==> config.mk <==
export PLATFORM = sky130hd
export DESIGN_NAME = bt_seq_mac
export DESIGN_NICKNAME = d
export VERILOG_FILES = /design/src/rtl/bt_seq_mac.sv
export SDC_FILE = /design/constraint.sdc
export NUM_CORES = 1
export LEC_CHECK = 0
export CAP_MARGIN = 20
export CORE_MARGIN = 2
export CORE_UTILIZATION = 60
export DETAILED_ROUTE_END_ITERATION = 10
export PLACE_DENSITY = 0.79
export SLEW_MARGIN = 20
export SYNTH_ARGS = -nofsm -noshare
export SYNTH_HDL_FRONTEND = slang
export SYNTH_SLANG_ARGS = --single-unit
==> constraint.sdc <==
create_clock -name clk -period 19.05 [get_ports clk]
set_input_delay 2.8575 -clock clk [delete_from_list [all_inputs] [get_ports clk]]
set_output_delay 2.8575 -clock clk [all_outputs]
set_load 0.1 [all_outputs]
==> src/rtl/bt_seq_mac.sv <==
// Trit-serial balanced-ternary ADD/SUB/MUL/MAC with 2N-trit result and accumulator.
// Latency 1 cycle (ADD/SUB) or N_TRITS+1 (MUL/MAC); result held in DONE until out_ready, no accept outside IDLE.
module bt_seq_mac #(
  parameter int N_TRITS = 4
) (
  input  logic                   clk,
  input  logic                   rst,
  input  logic                   in_valid,
  output logic                   in_ready,
  input  logic [1:0]             op,
  input  logic                   acc_clr,
  input  logic [2*N_TRITS-1:0]   a,
  input  logic [2*N_TRITS-1:0]   b,
  output logic                   out_valid,
  input  logic                   out_ready,
  output logic [4*N_TRITS-1:0]   result,
  output logic                   err,
  output logic                   ovf
);

  localparam int NW = 2 * N_TRITS;
  localparam int RW = 4 * N_TRITS;
  localparam int CW = (N_TRITS > 1) ? $clog2(N_TRITS) : 1;
  localparam logic [RW-1:0] ZERO_R   = {(2 * N_TRITS){2'b11}};
  localparam logic [CW-1:0] LAST_CNT = CW'(N_TRITS - 1);
  localparam logic [1:0] OP_SUB = 2'b01;
  localparam logic [1:0] OP_MAC = 2'b11;

  typedef enum logic [1:0] {
    S_IDLE,
    S_CALC,
    S_DONE
  } state_t;

  function automatic logic signed [2:0] trit_val(input logic [1:0] t);
    case (t)
      2'b10:   return 3'sd1;
      2'b01:   return -3'sd1;
      default: return 3'sd0;
    endcase
  endfunction

  function automatic logic [1:0] trit_enc(input logic signed [2:0] v);
    if (v == 3'sd1) return 2'b10;
    if (v == -3'sd1) return 2'b01;
    return 2'b11;
  endfunction

  // Full adder on one trit position: returns {signed carry, encoded digit}.
  function automatic logic [4:0] trit_fa(input logic [1:0] x, input logic [1:0] y,
                                         input logic signed [2:0] cin);
    logic signed [2:0] s;
    s = trit_val(x) + trit_val(y) + cin;
    if (s > 3'sd1) return {3'sd1, trit_enc(s - 3'sd3)};
    if (s < -3'sd1) return {-3'sd1, trit_enc(s + 3'sd3)};
    return {3'sd0, trit_enc(s)};
  endfunction

  function automatic logic [RW-1:0] add_sum(input logic [RW-1:0] x, input logic [RW-1:0] y);
    logic [RW-1:0]     r;
    logic signed [2:0] c;
    logic [1:0]        d;
    c = 3'sd0;
    r = '0;
    for (int k = 0; k < 2 * N_TRITS; k++) begin
      {c, d} = trit_fa(x[2*k +: 2], y[2*k +: 2], c);
      r[2*k +: 2] = d;
    end
    return r;
  endfunction

  function automatic logic [1:0] add_carry(input logic [RW-1:0] x, input logic [RW-1:0] y);
    logic signed [2:0] c;
    logic [1:0]        d;
    c = 3'sd0;
    for (int k = 0; k < 2 * N_TRITS; k++) begin
      {c, d} = trit_fa(x[2*k +: 2], y[2*k +: 2], c);
    end
    return trit_enc(c);
  endfunction

  // Swapping the two bits negates a trit and leaves 0 (and invalid) untouched.
  function automatic logic [RW-1:0] neg_all(input logic [RW-1:0] x);
    logic [RW-1:0] r;
    for (int k = 0; k < 2 * N_TRITS; k++) r[2*k +: 2] = {x[2*k], x[2*k+1]};
    return r;
  endfunction

  function automatic logic has_invalid(input logic [NW-1:0] x);
    logic r;
    r = 1'b0;
    for (int k = 0; k < N_TRITS; k++) r = r | (x[2*k +: 2] == 2'b00);
    return r;
  endfunction

  state_t        state_q, state_d;
  logic [CW-1:0] cnt_q, cnt_d;
  logic [1:0]    op_q, op_d;
  logic          acc_clr_q, acc_clr_d;
  logic          err_pend_q, err_pend_d;
  logic [RW-1:0] mcand_q, mcand_d;
  logic [NW-1:0] mplier_q, mplier_d;
  logic [RW-1:0] prod_q, prod_d;
  logic [RW-1:0] acc_q, acc_d;
  logic [RW-1:0] result_q, result_d;
  logic          err_q, err_d;
  logic          ovf_q, ovf_d;

  logic          in_err;
  logic [RW-1:0] a_ext, b_ext, addsub_sum, partial, prod_next, mac_base, mac_sum;
  logic [1:0]    mac_carry;

  always_comb begin
    in_err     = has_invalid(a) | has_invalid(b);
    a_ext      = {{N_TRITS{2'b11}}, a};
    b_ext      = {{N_TRITS{2'b11}}, b};
    addsub_sum = add_sum(a_ext, (op == OP_SUB) ? neg_all(b_ext) : b_ext);

    // mplier_q shifts right each step, so its low trit is b[i] on step i.
    case (mplier_q[1:0])
      2'b10:   partial = mcand_q;
      2'b01:   partial = neg_all(mcand_q);
      default: partial = ZERO_R;
    endcase
    prod_next = add_sum(prod_q, partial);
    mac_base  = acc_clr_q ? ZERO_R : acc_q;
    mac_sum   = add_sum(mac_base, prod_next);
    mac_carry = add_carry(mac_base, prod_next);
  end

  always_comb begin
    state_d    = state_q;
    cnt_d      = cnt_q;
    op_d       = op_q;
    acc_clr_d  = acc_clr_q;
    err_pend_d = err_pend_q;
    mcand_d    = mcand_q;
    mplier_d   = mplier_q;
    prod_d     = prod_q;
    acc_d      = acc_q;
    result_d   = result_q;
    err_d      = err_q;
    ovf_d      = ovf_q;

    case (state_q)
      S_IDLE: begin
        if (in_valid) begin
          op_d       = op;
          acc_clr_d  = acc_clr;
          err_pend_d = in_err;
          if (!op[1]) begin
            state_d  = S_DONE;
            result_d = in_err ? ZERO_R : addsub_sum;
            err_d    = in_err;
            ovf_d    = 1'b0;
          end else begin
            state_d  = S_CALC;
            cnt_d    = '0;
            prod_d   = ZERO_R;
            mcand_d  = a_ext;
            mplier_d = b;
          end
        end
      end
      S_CALC: begin
        prod_d   = prod_next;
        mcand_d  = {mcand_q[RW-3:0], 2'b11};
        mplier_d = {2'b11, mplier_q[NW-1:2]};
        cnt_d    = cnt_q + CW'(1);
        if (cnt_q == LAST_CNT) begin
          state_d = S_DONE;
          err_d   = err_pend_q;
          ovf_d   = 1'b0;
          if (err_pend_q) begin
            result_d = ZERO_R;
          end else if (op_q == OP_MAC) begin
            acc_d    = mac_sum;
            result_d = mac_sum;
            ovf_d    = (mac_carry != 2'b11);
          end else begin
            result_d = prod_next;
          end
        end
      end
      S_DONE: begin
        if (out_ready) state_d = S_IDLE;
      end
      default: state_d = S_IDLE;
    endcase
  end

  always_ff @(posedge clk) begin
    if (rst) begin
      state_q    <= S_IDLE;
      cnt_q      <= '0;
      op_q       <= '0;
      acc_clr_q  <= 1'b0;
      err_pend_q <= 1'b0;
      mcand_q    <= ZERO_R;
      mplier_q   <= {N_TRITS{2'b11}};
      prod_q     <= ZERO_R;
      acc_q      <= ZERO_R;
      result_q   <= ZERO_R;
      err_q      <= 1'b0;
      ovf_q      <= 1'b0;
    end else begin
      state_q    <= state_d;
      cnt_q      <= cnt_d;
      op_q       <= op_d;
      acc_clr_q  <= acc_clr_d;
      err_pend_q <= err_pend_d;
      mcand_q    <= mcand_d;
      mplier_q   <= mplier_d;
      prod_q     <= prod_d;
      acc_q      <= acc_d;
      result_q   <= result_d;
      err_q      <= err_d;
      ovf_q      <= ovf_d;
    end
  end

  assign in_ready  = (state_q == S_IDLE);
  assign out_valid = (state_q == S_DONE);
  assign result    = result_q;
  assign err       = err_q;
  assign ovf       = ovf_q;

endmodule

==> metrics.yaml, run 1 <==
globalRouteOverflowTotal: 0
max_slew.worst_pin.slew_ns: 0.986
antenna_found_initial: 0
maxCapViolations: 0
synth_cell_types: 61
timing.final.crit_share_pct: 80.1
synth_fp_nets: 1082
grt_max_degree: 53
status: "finished clean"
endpoint: "result[15]"
layoutNonFillerInstCount: 1118
synth-edff-count: 0
wire_per_inst_um: 15.7
r2r_slack_ns: 3.79
final_util_pct: 68.4
routed_wl_um: 17500
r2r_cells: 51
first_iter_violations: 410
antennaDiodeCount: 0
grt.met3_usage_pct: 3.81
final_cell_area_mm2: 0.00866
skew_ns: 0.0134
synth_area_mm2: 0.00782
nets: 1103
rsz0062_at_grt: "false"
die_h_um: 118
fin_crit_ns: 15.26
synth_ff_type: "dfxtp_1"
rows: 41
cts_max_level: 3
cts_tree: "yes"
cts_buffers: 9
crit_path_top_delay_cell: "fa_1"
max_slew_margin_pct: 34.0
grt_pass1_wl_um: 29700
r2r-end: "result[15]"
holdCritPathClass: "reg2reg"
rr_startpoint: "mplier_q[0]"
end_kind: "flop"
die_area_mm2: 0.0140
gp_congestion: 0.879
setup-violations-final: 0
setup_tns_ns: 0
via_count: 6496
grt_pass1_vias: 6158
synthArstFlopShare_pct: 0
cts.sinks: 82
yosysWarnings: 0
post_cts_resized: 0
crit_top_cell: "ha_1"
clock_latency_ns: 0.36
worstPathArrival_ns: 15.52
grtUsageMet1_pct: 35.9
layout_common_cells: "ha_1 (101), nand2_1 (92), inv_1 (86), dfxtp_1 (82), nor2_1 (67)"
max_freq_ghz: 0.0655
area_growth_pct: 10.8
busiest_layer: "met2"
drv_slew: 0
final_common_cell: "ha_1"
post-cts-setup-buffers: 0
core_mm2: 0.0127
use_met2_pct: 42.7
initial_utilization_pct: 61.7
critical_path_class: "reg2reg"
dp.cells: 1102
hpwl_um: 13200
drive_above_1_share_pct: 6.34
drc: 0
hold_violations: 0
clk_pin_slew_worst_paths_ns: 0.07
first_pass_iters: 5
synthCells: 920
cp.required_ns: 19.31
die_w_um: 118
clockBufferDepth: 2
cp-startpoint: "mplier_q[0]"
critPathMaxFanout: 16
cts_hold_buf: 0
io_buffers: 42
io_pins: 43
grtUsageTotal_pct: 26.2
ys_seq_area_share_pct: 21.0
ant_nets: 0
root_buffer: "clkbuf_16"
synth_seq_cells: 82
placed_cell_area_mm2: 0.00835
vias_per_cell: 5.81
syn_area_per_cell_um2: 8.50
cp-start-kind: "flop"
critPathMaxStageDelay_ns: 0.60
==> cells in the mapped netlist (2+ instances only) <==
cell type | n | area (µm²)
a211o_1 | 2 | 17.5
a211oi_1 | 7 | 52.6
a21boi_0 | 6 | 45.0
a21o_1 | 6 | 45.0
a21oi_1 | 39 | 195
a221o_1 | 12 | 120
a221oi_1 | 12 | 105
a22oi_1 | 8 | 60.1
a2bb2oi_1 | 3 | 26.3
a31oi_1 | 3 | 18.8
and2_1 | 12 | 75.1
and3_1 | 4 | 25.0
buf_1 | 3 | 11.3
buf_2 | 9 | 45.0
clkbuf_1 | 27 | 101
dfxtp_1 | 82 | 1640
fa_1 | 38 | 761
ha_1 | 101 | 1260
inv_1 | 86 | 323
mux2_2 | 5 | 56.3
mux2i_1 | 20 | 200
nand2_1 | 92 | 345
nand2b_1 | 22 | 138
nand3_1 | 10 | 50.1
nand3b_1 | 8 | 60.1
nor2_1 | 67 | 251
nor2b_1 | 36 | 225
nor3_1 | 32 | 160
nor3_2 | 2 | 20.0
nor3b_1 | 6 | 45.0
o211ai_1 | 30 | 225
o21ai_0 | 60 | 300
o21ai_1 | 4 | 20.0
o21bai_1 | 2 | 15.0
o221ai_1 | 6 | 52.6
o22ai_1 | 4 | 25.0
or2_2 | 15 | 93.8
or3_1 | 2 | 12.5
or4_1 | 2 | 15.0
xnor3_1 | 6 | 135
xor3_1 | 4 | 95.1
xor3_2 | 6 | 150
==> cell type report <==
type,instances,area [µm²]
Clock buffer,11,253
Clock inverter,5,60.1
Fill cell,1057,4010
Inverter,86,323
Multi-Input combinational cell,713,5700
Sequential cell,82,1640
Tap cell,172,215
Timing Repair Buffer,49,473
==> through the flow <==
stage	setup WS, ns	hold WS [ns]
after global routing	2.85	0.490
after detailed placement	3.85	0.443
final	3.79	0.449
after floorplan	4.80	0.437
after global placement	4.17	0.440
after CTS	3.79	0.453
==> routing by layer <==
metal / vias up / share of wire, % / wire length (µm)
li1: 3269 / - / -
met1: 3073 / 48 / 8450
met2: 135 / 46 / 8010
met3: 19 / 4.2 / 736
met4: 0 / 1.7 / 305
met5: - / 0 / 0
==> how the worst min path moves through the flow <==
stage | cells after the start | start | end | slack (ns)
2_1_floorplan | 2 | mplier_q[6] | mplier_q[6] | 0.44
3_3_place_gp | 2 | ovf | ovf | 0.44
3_5_place_dp | 2 | ovf | ovf | 0.44
4_1_cts | 2 | ovf | ovf | 0.45
5_1_grt | 1 | result[12] | result[12] | 0.49
6_report | 2 | ovf | ovf | 0.45
==> logic make-up after synthesis <==
group | after synthesis | share of synthesized area [%]
adder cells (fa/ha/maj) | 139 | 25.9
AND/OR/NAND/NOR | 318 | 20.2
XOR/XNOR | 17 | 5.17
flip-flops | 82 | 21.0
multiplexers | 26 | 3.47
buffers and inverters | 125 | 6.15
AO/OA/AOI/OAI | 213 | 18.1
==> worst max-delay path, delay by kind of cell (launching register included) <==
| kind | cells | cell delay [ns] |
|---|---|---|
| AND/OR/NAND/NOR | 7 | 1.28 |
| AO/OA/AOI/OAI | 7 | 1.63 |
| adder cells (fa/ha/maj) | 22 | 7.58 |
| multiplexers | 1 | 0.28 |
| buffers and inverters | 6 | 0.45 |
| flip-flops | 1 | 0.36 |
| XOR/XNOR | 8 | 3.57 |
==> state kept, by name, summed over array words and instances (netlist names) <==
name and flops:
cnt_q 2, mcand_q 16, ovf 1, op_q 2, result 16, state_q 2
mplier_q 8, err 1, prod_q 16, acc_clr_q 1, acc_q 16, err_pend_q 1
Power of run 1 is not shown: default switching activity piles up to over one toggle a cycle in this logic, so the estimate is an artifact.
==> run 2, diff against run 1 <==
--- a/config.mk
+++ b/config.mk
@@ -7,9 +7,9 @@
 export LEC_CHECK = 0
 export CAP_MARGIN = 20
 export CORE_MARGIN = 2
-export CORE_UTILIZATION = 60
+export CORE_UTILIZATION = 56
 export DETAILED_ROUTE_END_ITERATION = 10
-export PLACE_DENSITY = 0.79
+export PLACE_DENSITY = 0.77
 export SLEW_MARGIN = 20
 export SYNTH_ARGS = -nofsm -noshare
 export SYNTH_HDL_FRONTEND = slang
==> constraint.sdc (replaced) <==
create_clock -name clk -period 12.9 [get_ports clk]
set_input_delay 1.935 -clock clk [delete_from_list [all_inputs] [get_ports clk]]
set_output_delay 1.935 -clock clk [all_outputs]
set_load 0.1 [all_outputs]
==> run 2 against run 1 <==
The flow now finishes with violations (setup timing). Final cell count rose by 8.8%. Register-to-register slack got worse by 4.1 ns. Core utilization up 2.8 points. Design area up 13%. Fmax grew 15%. Setup slack worse by 4.1 ns. Worst hold slack gained 0.0078 ns. Clock skew down 0.0065 ns. Die area grew 6.9%. Count of clock-buffer cells in the layout did not move. Wire length up 14%. Critical path type unchanged. Critical endpoint is now acc_q[15].
==> metrics.yaml, run 2 (synthesis gave the netlist of run 1 again) <==
dp.cells: 1188  # +7.8%
final_common_cell: "buf_4"
crit_top_cell: "xor3_2"
path_buf_inv: 7  # +1
max_slew_margin_pct: 34.8  # +0.74 points
die_area_mm2: 0.0149  # +6.9%
cts.sinks: 82  # unchanged
io_pins: 43  # unchanged
critPathMaxFanout: 6  # -10
end_kind: "flop"
setup_slack_ns: -0.322  # -4.11 ns
die_w_um: 122  # +3.4%
grtUsageTotal_pct: 27.3  # +1.1 points
globalRouteOverflowTotal: 0  # unchanged
drive_above_1_share_pct: 22.9  # +17 points
timing.final.crit_share_pct: 102  # +22 points
gp_congestion: 0.872  # -0.79%
wire_per_inst_um: 16.3  # +4.4%
grt_pass1_vias: 6768  # +9.9%
cts_max_level: 3  # unchanged
grt_pass1_wl_um: 32300  # +8.7%
crit_path_top_delay_cell: "fa_2"
holdCritPathClass: "reg2reg"
root_buffer: "clkbuf_16"
grt_max_degree: 53  # unchanged
first_iter_violations: 581  # +42%
cts_tree: "yes"
placed_cell_area_mm2: 0.00908  # +8.8%
die_h_um: 122  # +3.4%
routed_wl_um: 19900  # +14%
drc: 0  # unchanged
worstPathArrival_ns: 13.49  # -2.03 ns
clk_pin_slew_worst_paths_ns: 0.06  # about the same
critical_path_class: "reg2reg"
status: "complete, but fails checks"
core_mm2: 0.0138  # +8.7%
initial_utilization_pct: 56.7  # -4.9 points
hpwl_um: 14100  # +6.8%
violations: "setup timing"
cp-start-kind: "flop"
max_freq_ghz: 0.0756  # +15%
layoutNonFillerInstCount: 1216  # +8.8%
critPathMaxStageDelay_ns: 0.58  # -0.02 ns
cp.required_ns: 13.17  # -6.14 ns
io_buffers: 42  # unchanged
first_pass_iters: 5  # unchanged
max_slew.worst_pin.slew_ns: 0.975  # -0.0110 ns
drv_slew: 0  # unchanged
cts_hold_buf: 0  # unchanged
skew_ns: 0.00689  # -0.00649 ns
maxCapViolations: 0  # unchanged
antennaDiodeCount: 0  # unchanged
fin_crit_ns: 13.22  # -2.04 ns
nets: 1194  # +8.3%
ant_nets: 0  # unchanged
hold_violations: 0  # unchanged
via_count: 6958  # +7.1%
vias_per_cell: 5.72  # -1.5%
clock_latency_ns: 0.35  # about the same
layout_common_cells: "buf_4 (95), nand2_1 (90), dfxtp_1 (80), ha_1 (78), inv_1 (74)"
clockBufferDepth: 2  # unchanged
rows: 43  # +4.9%
rsz0062_at_grt: "true"
area_growth_pct: 25.4
cts_buffers: 9  # unchanged
setup-violations-final: 6  # +6
crit_family: "adder cells"
antenna_found_initial: 0  # unchanged
final_cell_area_mm2: 0.00980  # +13%
[run 2: per-layer routing]
layer	share of wire, %	routed length [µm]	GRT usage, %
met4	1.9	382	9.55
met2	46	9190	42.7
met3	5.4	1080	3.89
met5	0	0	0
met1	46	9220	38.6
[run 2: repair_timing]
action	4_1_cts	5_1_grt
setup endpoints to repair	6	8
pin swaps	26	12
cloned	0	0
setup buffers	7	5
gates resized for setup	41	28
[run 2: final timing paths]
kind                     from         to  slack, ns  depth (start not counted)
setup / recovery  mplier_q[0]  acc_q[15]      -0.32                         48
setup reg to reg  mplier_q[0]  acc_q[15]      -0.32                         48
hold / removal            ovf        ovf       0.46                          2
hold reg to reg           ovf        ovf       0.46                          2
[run 2: area by class of cell]
class / instances / area, µm²
well taps: 180 / 225
clock inverters: 4 / 75.1
fillers: 1042 / 3970
flip-flops and latches: 82 / 1650
clock buffers: 11 / 253
multi-input cells: 713 / 6110
repair buffers: 140 / 1170
inverters: 86 / 323
[run 2: per-stage QoR]
step	TNS (ns)	worst slack [ns]	hold WS, ns	util (%)
global placement	0	0.0440	0.447	65.9
floorplan	-0.442	-0.160	0.437	-
detailed placement	-1.55	-0.346	0.448	65.9
CTS	-0.915	-0.227	0.457	69.9
global route	-3.86	-0.680	0.482	71.2
finish	-1.43	-0.322	0.457	71.2
[run 2: worst min-delay path, delay by kind of cell, from the launching register on]
family	cells	cell delay, ns
AND/OR/NAND/NOR	1	0.05
AO/OA/AOI/OAI	1	0.05
flip-flops	1	0.31
Power of run 2 is left out for the same reason.
==> run 3, diff against run 2 <==
==> constraint.sdc (replaced) <==
create_clock -name clk -period 12.9 [get_ports clk]
set_input_delay 1.29 -clock clk [delete_from_list [all_inputs] [get_ports clk]]
set_output_delay 1.29 -clock clk [all_outputs]
set_load 0.1 [all_outputs]
==> results of run 3 <==
Same layout as run 2: the final DEF is identical, and so are final timing and power.
Power of run 3 is left out for the same reason.
